[src/rtl/conv_loop_sequencer_pkg.sv]
// Shared definitions for the convolution loop sequencer: field widths,
// default layer geometry and controller state encodings.
package conv_loop_sequencer_pkg;

    localparam int ITER_W = 4;
    localparam int CHAN_W = 2;

    localparam int DEF_OUT_SIZE     = 2;
    localparam int DEF_K            = 3;
    localparam int DEF_IN_CHANNEL   = 1;
    localparam int DEF_OUT_CHANNEL  = 1;
    localparam int DEF_DRAIN_CYCLES = 10;

    localparam logic [1:0] ST_IDLE  = 2'd0;
    localparam logic [1:0] ST_RUN   = 2'd1;
    localparam logic [1:0] ST_DRAIN = 2'd2;
    localparam logic [1:0] ST_DONE  = 2'd3;

endpackage

[src/rtl/conv_loop_sequencer_loop_counter.sv]
// Wrapping 0..MAX counter; wrap is the carry into the next-outer loop level.
// en lets the parent freeze the whole chain without breaking the carry path.
module conv_loop_sequencer_loop_counter
    import conv_loop_sequencer_pkg::*;
#(
    parameter int W   = ITER_W,
    parameter int MAX = 1
) (
    input  logic         clock,
    input  logic         rst_n,
    input  logic         clr,
    input  logic         inc,
    input  logic         en,
    output logic [W-1:0] count,
    output logic [W-1:0] next_count,
    output logic         wrap
);

    logic at_max;

    assign at_max = (count == W'(MAX));
    assign wrap   = inc && at_max;

    // NOTE: default assignment first so no path through always_comb leaves next_count unassigned (no latch).
    always_comb begin
        next_count = count;
        if (clr)
            next_count = '0;
        else if (inc && en)
            next_count = at_max ? '0 : count + W'(1);
    end

    // NOTE: sequential state uses <= so every flop samples pre-edge values regardless of block order.
    always_ff @(posedge clock or negedge rst_n) begin
        if (!rst_n)
            count <= '0;
        else
            count <= next_count;
    end

endmodule

[src/rtl/conv_loop_sequencer.sv]
// Nested-loop iterator generator for one convolution layer pass, with MAC
// framing strobes and a drain phase covering the downstream address pipeline.
module conv_loop_sequencer
    import conv_loop_sequencer_pkg::*;
#(
    parameter int OUT_SIZE     = DEF_OUT_SIZE,
    parameter int K            = DEF_K,
    parameter int IN_CHANNEL   = DEF_IN_CHANNEL,
    parameter int OUT_CHANNEL  = DEF_OUT_CHANNEL,
    parameter int DRAIN_CYCLES = DEF_DRAIN_CYCLES
) (
    input  logic              clock,
    input  logic              rst_n,
    input  logic              start,
    input  logic              stall,
    output logic [ITER_W-1:0] r,
    output logic [ITER_W-1:0] c,
    output logic [ITER_W-1:0] i,
    output logic [ITER_W-1:0] j,
    output logic [CHAN_W-1:0] in_chan_idx,
    output logic [CHAN_W-1:0] out_chan_idx,
    output logic              mac_valid,
    output logic              mac_first,
    output logic              mac_last,
    output logic              busy,
    output logic              done
);

    localparam int DRAIN_W = (DRAIN_CYCLES > 1) ? $clog2(DRAIN_CYCLES) : 1;

    if (OUT_SIZE < 1 || OUT_SIZE > 16 || K < 1 || K > 16 ||
        IN_CHANNEL < 1 || IN_CHANNEL > 4 || OUT_CHANNEL < 1 || OUT_CHANNEL > 4 ||
        DRAIN_CYCLES < 1) begin : g_bad_params
        $error("conv_loop_sequencer: geometry exceeds iterator/channel widths");
    end

    logic [1:0]         state, state_next;
    logic [DRAIN_W-1:0] drain_cnt;
    logic               start_pass, step, not_final;
    logic               j_wrap, i_wrap, ic_wrap, c_wrap, r_wrap, oc_wrap;
    logic [ITER_W-1:0]  r_nx, c_nx, i_nx, j_nx;
    logic [CHAN_W-1:0]  ic_nx, oc_nx;
    logic               valid_d, first_d, last_d;

    assign start_pass = (state == ST_IDLE) && start;
    assign step       = (state == ST_RUN) && !stall;
    // oc_wrap marks the step off the final tuple; freezing the chain keeps the last tuple visible in DRAIN.
    assign not_final  = !oc_wrap;

    conv_loop_sequencer_loop_counter #(.W(ITER_W), .MAX(K - 1)) u_j (
        .clock(clock), .rst_n(rst_n), .clr(start_pass), .inc(step), .en(not_final),
        .count(j), .next_count(j_nx), .wrap(j_wrap));
    conv_loop_sequencer_loop_counter #(.W(ITER_W), .MAX(K - 1)) u_i (
        .clock(clock), .rst_n(rst_n), .clr(start_pass), .inc(j_wrap), .en(not_final),
        .count(i), .next_count(i_nx), .wrap(i_wrap));
    conv_loop_sequencer_loop_counter #(.W(CHAN_W), .MAX(IN_CHANNEL - 1)) u_ic (
        .clock(clock), .rst_n(rst_n), .clr(start_pass), .inc(i_wrap), .en(not_final),
        .count(in_chan_idx), .next_count(ic_nx), .wrap(ic_wrap));
    conv_loop_sequencer_loop_counter #(.W(ITER_W), .MAX(OUT_SIZE - 1)) u_c (
        .clock(clock), .rst_n(rst_n), .clr(start_pass), .inc(ic_wrap), .en(not_final),
        .count(c), .next_count(c_nx), .wrap(c_wrap));
    conv_loop_sequencer_loop_counter #(.W(ITER_W), .MAX(OUT_SIZE - 1)) u_r (
        .clock(clock), .rst_n(rst_n), .clr(start_pass), .inc(c_wrap), .en(not_final),
        .count(r), .next_count(r_nx), .wrap(r_wrap));
    conv_loop_sequencer_loop_counter #(.W(CHAN_W), .MAX(OUT_CHANNEL - 1)) u_oc (
        .clock(clock), .rst_n(rst_n), .clr(start_pass), .inc(r_wrap), .en(not_final),
        .count(out_chan_idx), .next_count(oc_nx), .wrap(oc_wrap));

    always_comb begin
        state_next = state;
        case (state)
            ST_IDLE:  if (start)             state_next = ST_RUN;
            ST_RUN:   if (oc_wrap)           state_next = ST_DRAIN;
            ST_DRAIN: if (drain_cnt == '0)   state_next = ST_DONE;
            default:                         state_next = ST_IDLE;
        endcase
    end

    // Strobes are decoded from next-cycle counter values so they register alongside the tuple.
    assign valid_d = (state_next == ST_RUN);
    assign first_d = valid_d && (j_nx == '0) && (i_nx == '0) && (ic_nx == '0);
    assign last_d  = valid_d && (j_nx == ITER_W'(K - 1)) && (i_nx == ITER_W'(K - 1)) &&
                     (ic_nx == CHAN_W'(IN_CHANNEL - 1));

    always_ff @(posedge clock or negedge rst_n) begin
        if (!rst_n) begin
            state     <= ST_IDLE;
            drain_cnt <= '0;
            mac_valid <= 1'b0;
            mac_first <= 1'b0;
            mac_last  <= 1'b0;
            busy      <= 1'b0;
            done      <= 1'b0;
        end else begin
            state     <= state_next;
            mac_valid <= valid_d;
            mac_first <= first_d;
            mac_last  <= last_d;
            busy      <= (state_next != ST_IDLE);
            done      <= (state_next == ST_DONE);
            if (oc_wrap)
                drain_cnt <= DRAIN_W'(DRAIN_CYCLES - 1);
            else if (state == ST_DRAIN && drain_cnt != '0)
                drain_cnt <= drain_cnt - 1'b1;
        end
    end

endmodule

[config.mk]
export PLATFORM = sky130hd
export DESIGN_NAME = conv_loop_sequencer
export DESIGN_NICKNAME = d
export VERILOG_FILES = /design/src/rtl/conv_loop_sequencer_pkg.sv /design/src/rtl/conv_loop_sequencer_loop_counter.sv /design/src/rtl/conv_loop_sequencer.sv
export SDC_FILE = /design/constraint.sdc
export NUM_CORES = 1
export LEC_CHECK = 0
export ABC_AREA = 0
export BUFFER_PORTS_ARGS = -buffer_cell sky130_fd_sc_hd__clkbuf_2
export CORE_MARGIN = 3
export CORE_UTILIZATION = 56
export CTS_CLUSTER_SIZE = 12
export DETAILED_ROUTE_END_ITERATION = 8
export HOLD_SLACK_MARGIN = 0.02
export PLACE_DENSITY = 0.79
export SYNTH_ARGS = -nofsm -noshare
export SYNTH_HDL_FRONTEND = slang
export SYNTH_SLANG_ARGS = --single-unit
[constraint.sdc]
create_clock -name clock -period 2.1 [get_ports clock]
set_input_delay 0.42 -clock clock [delete_from_list [all_inputs] [get_ports clock]]
set_output_delay 0.42 -clock clock [all_outputs]
set_load 0.005 [all_outputs]
==> run metrics <==
status=finished clean; Hold Path Class=in -> async; syn_nets=195; clk sinks=31; diodes inserted=0; Seq/Total Area, Yosys=42.8%; GRT overflow=0; Non-Filler Instances=278; Crit Path Category=reg -> reg; First-pass DRT Iterations=6; clk root buf=clkbuf_4; GRT Total Usage=22.0%; Clock Pin Slew Worst Setup and Hold Paths=0.10 ns; Post-synth ARST share=100%; Syn Area/Cell=9.95 um^2; compound-gate portion of the synthesized area=10.2%; CP Data Required Time=2.34 ns; die area=0.00395 mm^2; crit path cell chain=nor4b_4 > nand3_1 > nor3_1 > buf_4 > mux2_2; Register Area=777 um^2; setup ws final=0.0767 ns; Synth Cell Area=0.00181 mm^2; fillers=224; I/O pins=29; Critical Path AT=2.26 ns; combinational power share=42.9%; Period minus WS final=2.02 ns; Critical Path Fanout Max=7; largest family of logic cells by synthesized area=simple AND/OR/NAND/NOR gates; port bufs=28; RSZ-0062 raised after global routing=true; detailed placement HPWL=2.88 mm; Starting Density=58.8%; slowest CP cell=dfrtp_1; later-pin clock latency in the skew report=0.34 ns; sequential fraction of design power=36.7%; average wire per standard cell=15.0 um; Synth warnings=0; peak supply drop=0.000813 V; fin nets=246; die height=62.9 um; clk buf depth=2; power per standard cell area=1050 mW/mm^2; Hold Worst Slack=0.132 ns; number of global-route vias before repair=1479; post-synth top area cell=dfrtp_1; area of the multi-input gates=0.00105 mm^2; Mapped Cells=182; WL final=4.18 mm; crit path capture type=register; Top FF cell, synth=dfrtp_1; routability cong.=0.788; mux contribution to synthesized area=3.52%; Die Wd=62.9 um; number of enable flip-flop cells after synthesis=0; adder-cell share of the synthesized area=6.22%; static leakage=0.00105 uW; hold buffer count at cts=0; Post-Route Skew=0.00994 ns; Num CTS Buffers=5; XOR/XNOR Fraction of Synth Area=4.35%; Sw Ratio=37.6%; Via Count=1563; Slew @ Worst Pin=0.767 ns; ranking of synthesized cells by area=dfrtp_1 43%, ha_1 6.2%, nor2_1 4.6%; post-synth top area share=42.8%; antenna violations before repair=0; final setup violation count=0; Post-Synth Simple-Gate Area=28.3%; DRC violations left=0; post-place setup slack=0.0231 ns; switching power=910 uW; CP max stage delay=0.52 ns; power share of the clock group=20.4%; Core ar.=0.00308 mm^2; Final Hold Fails=0; htree depth=2; most frequent cell after synthesis=dfrtp_1; top post-synthesis cells by count=31 x dfrtp_1, 22 x nor2_1, 16 x a21oi_1; max frequency=494 MHz; Yosys reg bits=31; Cell variety after synth=48; Int Power=1510 uW; final antenna-violating net count=0; Iter 0 DRT Violations=64; dpl cells=258; CTS tree=built; relative slew slack=48.9%; Area Growth Syn to Fin=27.4%; max_cap viols=0; layout cells sized above 1=37.6%; crit share post-route=96.3%; first-pass GRT wire length=6.86 mm; Site Rows=20; Startpoint Class=register; largest net degree at the start of global routing=32; vias per cell=5.62; Final Max Slew Viols=0
state kept, by name (all words and copies together), names as in the netlist:
| name | flops |
|---|---|
| drain_cnt | 4 |
| u_c.count | 4 |
| u_i.count | 4 |
| u_j.count | 4 |
| u_r.count | 4 |
| state | 2 |
| u_ic.count | 2 |
| u_oc.count | 2 |
| busy | 1 |
| done | 1 |
| mac_first | 1 |
| mac_last | 1 |
| mac_valid | 1 |
layout make-up:
type	count	share of cell area, %
inverter	11	1.79
sequential	31	33.7
multi-input combinational	135	45.3
timing repair buffer	49	13.1
tap	44	2.39
clock buffer	6	2.22
clock inverter	2	1.52
power groups by stage:
stage | Clock, uW | Combinational (uW) | Sequential, uW
after global placement | 0 | 767 | 880
final | 494 | 1040 | 890
after floorplan | 0 | 537 | 884
after global routing | 533 | 1140 | 917
after detailed placement | 0 | 795 | 892
after CTS | 501 | 805 | 882
per-layer routing:
metal,routed length (um),track usage (%),vias up
li1,-,-,751
met1,1830,27.8,764
met2,2090,36.8,37
met3,185,3.96,11
met4,85,9.64,0
met5,0,0,-
cell usage in the layout (no fill, tap or decap), types with 2 or more instances in the layout:
cell type,netlist,layout
nor2_1,22,21
nand3_1,6,5
ha_1,9,8
mux2_2,3,3
nand4_1,6,6
clkbuf_4,0,5
nor3_1,8,8
a21oi_2,1,3
xor2_1,4,4
mux2i_1,3,3
and2_1,4,3
nand3b_1,2,2
or2_2,2,2
nor3b_1,2,2
buf_4,0,20
a21oi_1,16,14
clkbuf_2,0,28
o21ai_0,2,2
or3_1,2,2
nor4b_4,2,3
nand2_1,11,11
dfrtp_1,31,30
inv_1,11,11
xnor2_1,5,5
critical path, delay by kind of cell (launching register included):
kind | cells | cell delay [ns]
buffers and inverters | 1 | 0.16
multiplexers | 1 | 0.33
AND/OR/NAND/NOR | 3 | 0.91
flip-flops | 1 | 0.52
logic make-up (layout without fill, tap and decap cells):
kind of cell	after synthesis	count (layout)
AO/OA/AOI/OAI	28	28
XOR/XNOR	9	9
adder cells (fa/ha/maj)	9	9
buffers and inverters	16	68
flip-flops	31	31
multiplexers	6	6
AND/OR/NAND/NOR	83	83
repair_timing:
item | CTS | global route
endpoints found under the hold margin | 0 | 0
setup buffers | 0 | 12
pin swaps | 0 | 5
gates resized for setup | 1 | 18
setup endpoints to repair | 1 | 4
cloned | 0 | 0
metrics by stage:
step	power, uW	cell area, um^2	util (%)	TNS, ns
2_1_floorplan	1420	1810	-	0
3_3_place_gp	1650	2030	66.0	0
3_5_place_dp	1690	2030	66.0	0
4_1_cts	2190	2120	68.9	0
5_1_grt	2590	2310	75.0	-0.198
6_report	2420	2310	75.0	0
final timing paths:
| path | start | endpoint | slack (ns) | cells after the start |
|---|---|---|---|---|
| hold / removal | rst_n | u_oc.count[0] | 0.13 | 1 |
| max in group asynchronous | rst_n | u_c.count[0] | 1.43 | 1 |
| setup / recovery | u_i.count[1] | u_oc.count[0] | 0.08 | 5 |
| setup reg to reg | u_i.count[1] | u_oc.count[0] | 0.08 | 5 |
| hold reg to reg | drain_cnt[3] | done | 0.52 | 1 |
| min in group clock | start | busy | 0.40 | 3 |
No activity file was read; power rests on OpenSTA's default activity.
